`config.mk`:
```
export PLATFORM = sky130hd
export DESIGN_NAME = ram_dump_uart_tx
export DESIGN_NICKNAME = d
export VERILOG_FILES = /design/src/rtl/ram_dump_uart_tx.sv
export SDC_FILE = /design/constraint.sdc
export NUM_CORES = 1
export LEC_CHECK = 0
export BUFFER_PORTS_ARGS = -buffer_cell sky130_fd_sc_hd__buf_2
export CORE_UTILIZATION = 57
export CTS_CLUSTER_SIZE = 12
export DETAILED_ROUTE_END_ITERATION = 12
export HOLD_SLACK_MARGIN = 0.02
export PLACE_DENSITY = 0.86
export SLEW_MARGIN = 40
export SYNTH_ARGS = -nofsm -noshare
export SYNTH_HDL_FRONTEND = slang
export SYNTH_SLANG_ARGS = --single-unit
```
`constraint.sdc`:
```
create_clock -name clk -period 2.8 [get_ports clk]
set_input_delay 0.14 -clock clk [delete_from_list [all_inputs] [get_ports clk]]
set_output_delay 0.14 -clock clk [all_outputs]
set_load 0.02 [all_outputs]
```
`src/rtl/ram_dump_uart_tx.sv`:
```
// Reads WORDS 16-bit words from a synchronous RAM starting at address 0 and
// streams each one out as two 8N1 UART frames, high byte first.
module ram_dump_uart_tx #(
    parameter int CLKS_PER_BIT = 868,
    parameter int WORDS        = 64
) (
    input  logic        clk,
    input  logic        reset,
    input  logic        enable_ram_read,
    input  logic [15:0] data_from_ram,
    output logic [5:0]  address_to_ram,
    output logic        read_enable_to_ram,
    output logic        tx,
    output logic        busy,
    output logic        done
);

    localparam int          BAUD_W    = (CLKS_PER_BIT > 2) ? $clog2(CLKS_PER_BIT) : 1;
    localparam logic [BAUD_W-1:0] LAST_BAUD = BAUD_W'(CLKS_PER_BIT - 1);
    localparam logic [5:0]  LAST_ADDR = 6'(WORDS - 1);

    typedef enum logic [2:0] {
        IDLE,
        FETCH,
        CAPTURE,
        START,
        DATA,
        STOP,
        DONE
    } state_t;

    state_t              state_reg;
    logic                en_prev_reg;
    logic [BAUD_W-1:0]   baud_cnt_reg;
    logic [2:0]          bit_cnt_reg;
    logic                low_byte_reg;
    logic [15:0]         shift_reg;
    logic [5:0]          addr_reg;
    logic                rd_en_reg;
    logic                tx_reg;
    logic                busy_reg;
    logic                done_reg;
    logic                bit_done;

    assign bit_done           = (baud_cnt_reg == LAST_BAUD);
    assign address_to_ram     = addr_reg;
    assign read_enable_to_ram = rd_en_reg;
    assign tx                 = tx_reg;
    assign busy               = busy_reg;
    assign done               = done_reg;

    always_ff @(posedge clk or posedge reset) begin
        if (reset) begin
            state_reg    <= IDLE;
            en_prev_reg  <= 1'b0;
            baud_cnt_reg <= '0;
            bit_cnt_reg  <= '0;
            low_byte_reg <= 1'b0;
            shift_reg    <= '0;
            addr_reg     <= '0;
            rd_en_reg    <= 1'b0;
            tx_reg       <= 1'b1;
            busy_reg     <= 1'b0;
            done_reg     <= 1'b0;
        end else begin
            en_prev_reg <= enable_ram_read;
            rd_en_reg   <= 1'b0;
            case (state_reg)
                IDLE: begin
                    // Only a 0->1 transition starts a dump; a held level does not.
                    if (enable_ram_read && !en_prev_reg) begin
                        state_reg <= FETCH;
                        addr_reg  <= '0;
                        rd_en_reg <= 1'b1;
                        busy_reg  <= 1'b1;
                    end
                end
                FETCH: begin
                    state_reg <= CAPTURE;
                end
                CAPTURE: begin
                    shift_reg    <= data_from_ram;
                    low_byte_reg <= 1'b0;
                    baud_cnt_reg <= '0;
                    tx_reg       <= 1'b0;
                    state_reg    <= START;
                end
                START: begin
                    if (bit_done) begin
                        baud_cnt_reg     <= '0;
                        bit_cnt_reg      <= '0;
                        tx_reg           <= shift_reg[8];
                        shift_reg[15:8]  <= {1'b0, shift_reg[15:9]};
                        state_reg        <= DATA;
                    end else begin
                        baud_cnt_reg <= baud_cnt_reg + 1'b1;
                    end
                end
                DATA: begin
                    if (bit_done) begin
                        baud_cnt_reg <= '0;
                        if (bit_cnt_reg == 3'd7) begin
                            tx_reg    <= 1'b1;
                            state_reg <= STOP;
                        end else begin
                            tx_reg          <= shift_reg[8];
                            shift_reg[15:8] <= {1'b0, shift_reg[15:9]};
                            bit_cnt_reg     <= bit_cnt_reg + 3'd1;
                        end
                    end else begin
                        baud_cnt_reg <= baud_cnt_reg + 1'b1;
                    end
                end
                STOP: begin
                    if (bit_done) begin
                        baud_cnt_reg <= '0;
                        if (!low_byte_reg) begin
                            // Move the low byte into the transmit lane for the second frame.
                            low_byte_reg <= 1'b1;
                            shift_reg    <= {shift_reg[7:0], 8'h00};
                            tx_reg       <= 1'b0;
                            state_reg    <= START;
                        end else if (addr_reg == LAST_ADDR) begin
                            low_byte_reg <= 1'b0;
                            busy_reg     <= 1'b0;
                            done_reg     <= 1'b1;
                            state_reg    <= DONE;
                        end else begin
                            low_byte_reg <= 1'b0;
                            addr_reg     <= addr_reg + 6'd1;
                            rd_en_reg    <= 1'b1;
                            state_reg    <= FETCH;
                        end
                    end else begin
                        baud_cnt_reg <= baud_cnt_reg + 1'b1;
                    end
                end
                DONE: begin
                    if (!enable_ram_read) begin
                        done_reg  <= 1'b0;
                        state_reg <= IDLE;
                    end
                end
                default: begin
                    state_reg <= IDLE;
                end
            endcase
        end
    end

endmodule

```
# Yosys cells after proc, flatten, opt, wreduce, memory -nomap -nowiden
# Cells that the tools add are included.
[totals]
word_cells = 105
out_inout_bits = 10
in_bits = 19
regBits = 44
[op_classes]
n_addsub = 3
n_reduce_logical = 19
n_mux = 51
eq_ne = 20
[op_table]
columns = ["operator", "count"]
rows = [
  ["two-way mux 3 bit", 11],
  ["two-way mux 16 bit", 2],
  ["one-hot mux 8 bit (4 select lines)", 1],
  ["two-way mux 6 bit", 4],
  ["two-way mux 8 bit", 3],
  ["inequality test 2 bit, second input constant", 11],
  ["one-hot mux 3 bit (7 select lines)", 1],
  ["one-hot mux 10 bit (2 select lines)", 1],
  ["AND reduction 5 bit", 4],
  ["two-way mux 1 bit", 19],
  ["one-hot mux 8 bit (2 select lines)", 1],
  ["equality test 3 bit, second input constant", 4],
  ["one-hot mux 6 bit (2 select lines)", 1],
  ["AND reduction 6 bit", 2],
  ["adder 10 x 1 -> 10 bit, second input constant", 1],
  ["equality test 10 bit, second input constant", 1],
  ["two-way mux 10 bit", 1],
  ["nonzero test 2 bit", 5],
  ["one-hot mux 1 bit (2 select lines)", 4],
  ["adder 6 x 1 -> 6 bit, second input constant", 1],
  ["equality test 3 x 2 -> 1 bit, second input constant", 2],
  ["equality test 6 bit, second input constant", 1],
  ["one-hot mux 3 bit (2 select lines)", 1],
  ["one-hot mux 1 bit (4 select lines)", 1],
  ["10 further kinds", 10],
]

# Depth between registers and ports, before layout
[depth]
ltp_word = 5
mapped_depth = 7
depth_no_buf = 7

# Least setup slack after synthesis
# No wires, ideal clock.
[synth_timing]
path_type = "reg2reg"
from = "register baud_cnt_reg[3]"
to = "register shift_reg[10]"
t_arrival_ns = 2.085
setup_time_ns = 0.125
setup_slack_ns = 0.590
required_time_ns = 2.675
period_less_slack_ns = 2.210
stages_incl_launch_ff = 6
path_buffers = 1
path_cell_list = "dfrtp_1 > or4b_1 > nor3_1 > a31o_2 > buf_2 > mux2_2"
[synth_via]
elab_chain_cells = 3
elab_cells_between_ends = 5
classes_between = "4 x eq/ne; 1 x reduce/logical"
[synth_lines]
columns = ["element", "line_no", "source"]
rows = [
  ["from (decl)", "34", "logic [BAUD_W-1:0] baud_cnt_reg;"],
  ["from (signal assigned)", "96", "baud_cnt_reg <= baud_cnt_reg + 1'b1;"],
  ["from (signal assigned)", "111", "baud_cnt_reg <= baud_cnt_reg + 1'b1;"],
  ["from (signal assigned)", "135", "baud_cnt_reg <= baud_cnt_reg + 1'b1;"],
  ["equality test 10 bit (*)", "45", "assign bit_done = (baud_cnt_reg == LAST_BAUD);"],
  ["inequality test 2 bit (no line)", "--", ""],
  ["AND reduction 6 bit (no line) (*)", "--", ""],
  ["to (signal assigned)", "82", "shift_reg <= data_from_ram;"],
  ["to (signal assigned)", "93", "shift_reg[15:8] <= {1'b0, shift_reg[15:9]};"],
  ["to (signal assigned)", "107", "shift_reg[15:8] <= {1'b0, shift_reg[15:9]};"],
  ["to (decl)", "37", "logic [15:0] shift_reg;"],
]
# Every way passes the cells marked *; elsewhere a longest branch is shown, timed or not.
# A chain may end at the register's enable or synchronous reset.

# Worst setup path in the final report
[layout_timing]
from = "register baud_cnt_reg[3]"
to = "register addr_reg[3] (netlist: address_to_ram[3])"
[layout_via]
elab_chain_cells = 3
[layout_lines]
columns = ["element", "line_no", "source"]
rows = [
  ["equality test 10 bit", "45", ""],
  ["inequality test 2 bit (no line)", "--", ""],
  ["AND reduction 5 bit (no line)", "--", ""],
  ["to (signal assigned)", "130", "addr_reg <= addr_reg + 6'd1;"],
  ["to (decl)", "38", "logic [5:0] addr_reg;"],
]
# No other way between the ends.

==> impl_metrics.py <==
metrics = {
    "power": {
        "ir_drop_mv": 0.339,
        "p_leak_nw": 1.19,
        "power_density_mw_per_mm2": 446,
        "power.total_mw": 1.16,
    },
    "sta": {
        "maxSlewViolCount": 0,
        "max_freq_ghz": 0.422,
        "skew_ns": 0.00423,
        "tns_ns": 0,
        "min_period_over_period_pct": 84.6,
        "rsz0062_at_grt": "false",
        "hold_violations": 0,
        "post-route-min-period_ns": 2.37,
        "worstMarginPinSlew_ns": 0.681,
        "slew_headroom_pct": 54.5,
        "setup_violations": 0,
    },
    "critical_path": {
        "r2r_slack_ns": 0.43,
        "worstPathCellList": "or4b_1 > or3_4 > a211o_4 > or3_1 > a21oi_1",
        "r2r_end": "address_to_ram[3]",
        "cpPeakStageDelay_ns": 0.55,
        "critPathKind": "flip-flop to flip-flop",
        "worstRegToRegCells": 5,
        "required_ns": 3.04,
        "crit_start": "baud_cnt_reg[3]",
        "reg2reg_from": "baud_cnt_reg[3]",
        "arrival_ns": 2.61,
        "critPathMaxFanout": 12,
        "crit_path_start_kind": "flip-flop",
        "end_kind": "flip-flop",
        "slowest_stage": "or4b_1",
        "cp-endpoint": "address_to_ram[3]",
    },
    "clock_tree": {
        "cts_max_level": 2,
        "clk_pin_slew_ns": 0.08,
        "cts_buffers": 5,
        "cts.sinks": 44,
        "post_cts_buffers": 0,
        "clk_path_buf_depth": 2,
        "cts_tree": "done",
        "clock_latency_ns": 0.31,
        "root_buffer": "clkbuf_8",
    },
    "layout": {
        "area_growth_pct": 14.0,
        "utilization_pct": 69.3,
        "drive_gt1_share_pct": 21.1,
        "seqCellArea_mm2": 0.00110,
        "multiInputGateArea_mm2": 0.00112,
        "num_antenna_cells": 0,
        "largest_register_ffs": 16,
        "fill_cells": 318,
        "nets": 288,
    },
    "synth": {
        "yosys_warnings": 0,
        "ys_top_cells_by_area": "dfrtp_1, a22o_1, mux2_2, a21oi_1, nand2_1",
        "yosysTopAreaCell": "dfrtp_1",
        "ys_seq_area_share_pct": 48.5,
        "syn_inst": 234,
        "synth.distinct_cells": 45,
        "syn-num-nets": 257,
        "syn-mean-instance-area_um2": 9.72,
        "synth_edf_count": 0,
        "synth-main-ff-cell": "dfrtp_1",
        "synth_top_area_share_pct": 47.3,
        "syn_area_mm2": 0.00227,
        "synth_seq_cells": 44,
        "async_flop_share_pct": 100,
    },
    "min_path": {
        "holdPathStages": 2,
        "hold_path.class": "input pin to flip-flop",
    },
    "global_routing": {
        "grt_pass1_wl_mm": 8.63,
        "gr-total-overflow": 0,
        "grt_pass1_vias": 1865,
        "gr-usage-all-layers_pct": 27.0,
        "antenna_found_initial": 0,
        "grt_max_degree": 24,
    },
    "route": {
        "antenna_left": 0,
        "wl_per_cell_um": 16.2,
        "vias_per_cell": 6.20,
        "post-route-drc-count": 0,
        "vias": 1946,
        "drt_iter0_markers": 180,
        "routed_wl_mm": 5.10,
        "drt_first_pass_iters": 4,
    },
    "run_status": {
        "status": "completed",
    },
    "die": {
        "fp.dieW_um": 65.2,
        "die_h_um": 65.2,
        "start_util_pct": 60.7,
        "fp.dieArea_mm2": 0.00425,
        "core_area_mm2": 0.00374,
        "fp-row-count": 22,
        "io_pins": 29,
    },
    "placed_design": {
        "gp_congestion": 0.845,
        "dpl.hpwl_mm": 3.49,
        "portBuffers": 28,
    },
    "flow_run": {
        "maxCapViolations": 0,
    },
}
-- cell type report --
| cell class | instances | share of cell area [%] |
|---|---|---|
| Tap cell | 48 | 2.32 |
| Multi-Input combinational cell | 176 | 43.1 |
| Sequential cell | 44 | 42.5 |
| Clock buffer | 6 | 2.80 |
| Inverter | 4 | 0.579 |
| Timing Repair Buffer | 34 | 7.34 |
| Clock inverter | 2 | 1.35 |
-- cells in the final DEF (no fill, tap or decap), types with 2 or more instances in the layout --
cell type and count:
dfrtp_1 43, nor3_1 8, o211ai_1 2, nand2_1 23, inv_1 3, o21ai_0 17, a21boi_0 2, nand2b_1 4
and2_1 2, nand3b_1 2, xnor2_1 2, nor2b_1 2, nand3_1 7, buf_2 28, or3_1 2, dlygate4sd3_1 2
a22o_1 12, o31ai_1 3, nor2_1 16, a22oi_1 2, a21oi_1 18, and3_1 6, nor3b_1 2, mux2_2 9
buf_4 4, o22ai_1 12, a31o_2 2, clkbuf_8 5, ha_1 4
-- critical path: cells and delay by family (launching register included) --
kind            cells  cell delay [ns]
compound gates      2             0.54
flops               1             0.42
simple gates        3             1.33
-- layer usage --
layer	up-vias	track usage, %	wire length (um)
li1	936	-	-
met1	952	37.1	2440
met2	49	41.8	2380
met3	9	4.34	194
met4	0	13.0	89
met5	-	0	0
-- timing repair --
item	4_1_cts	5_1_grt
resized for setup	0	0
hold buffers	2	0
hold endpoints to repair	22	0
-- worst min-delay path by stage --
| stage | start | to | slack [ns] |
|---|---|---|---|
| after floorplan | enable_ram_read | en_prev_reg | 0.17 |
| after global placement | reset | address_to_ram[1] | 0.21 |
| after detailed placement | reset | baud_cnt_reg[5] | 0.21 |
| after CTS | data_from_ram[3] | shift_reg[3] | 0.05 |
| after global routing | data_from_ram[6] | shift_reg[6] | 0.05 |
| final | data_from_ram[3] | shift_reg[3] | 0.05 |
-- kinds of logic (layout without fill, tap and decap cells) --
family / Yosys count / in the layout / share of synthesized area (%)
and+or+nand+nor: 82 / 82 / 18.5
AOI/OAI and AO/OA: 78 / 78 / 22.8
DFF: 44 / 44 / 48.5
buffers and inverters: 14 / 46 / 2.37
muxes: 10 / 10 / 4.90
adders and majority gates: 4 / 4 / 2.20
xor gates and xnor gates: 2 / 2 / 0.771
-- cells in the mapped netlist, types with 2 or more instances --
| cell type | n |
|---|---|
| a22oi_1 | 2 |
| nor3_1 | 8 |
| o31ai_1 | 3 |
| clkbuf_1 | 9 |
| mux2_2 | 9 |
| o22ai_1 | 12 |
| nand2_1 | 23 |
| a22o_1 | 12 |
| o21ai_0 | 17 |
| a21oi_1 | 18 |
| o211ai_1 | 2 |
| nand2b_1 | 4 |
| and2_1 | 2 |
| a21boi_0 | 2 |
| nor2_1 | 16 |
| inv_1 | 4 |
| nor2b_1 | 2 |
| dfrtp_1 | 43 |
| nor3b_1 | 2 |
| nand3b_1 | 2 |
| a31o_2 | 2 |
| nand3_1 | 7 |
| xnor2_1 | 2 |
| and3_1 | 6 |
| ha_1 | 4 |
| or3_1 | 2 |
-- power by group --
part	internal [mW]	switching [mW]
Combinational	0.0123	0.0176
Clock	0.265	0.224
Sequential	0.636	0.000355
-- stage by stage --
| step | std cells | setup WS, ns | hold slack, ns | area [um^2] |
|---|---|---|---|---|
| after floorplan | 234 | 0.590 | 0.171 | 2270 |
| after detailed placement | 304 | 0.467 | 0.215 | 2460 |
| after global routing | 314 | 0.369 | 0.0530 | 2590 |
| after global placement | 304 | 0.506 | 0.211 | 2460 |
| after CTS | 314 | 0.441 | 0.0535 | 2590 |
| final | 314 | 0.431 | 0.0520 | 2590 |
No activity file was read; power rests on OpenSTA's default activity.
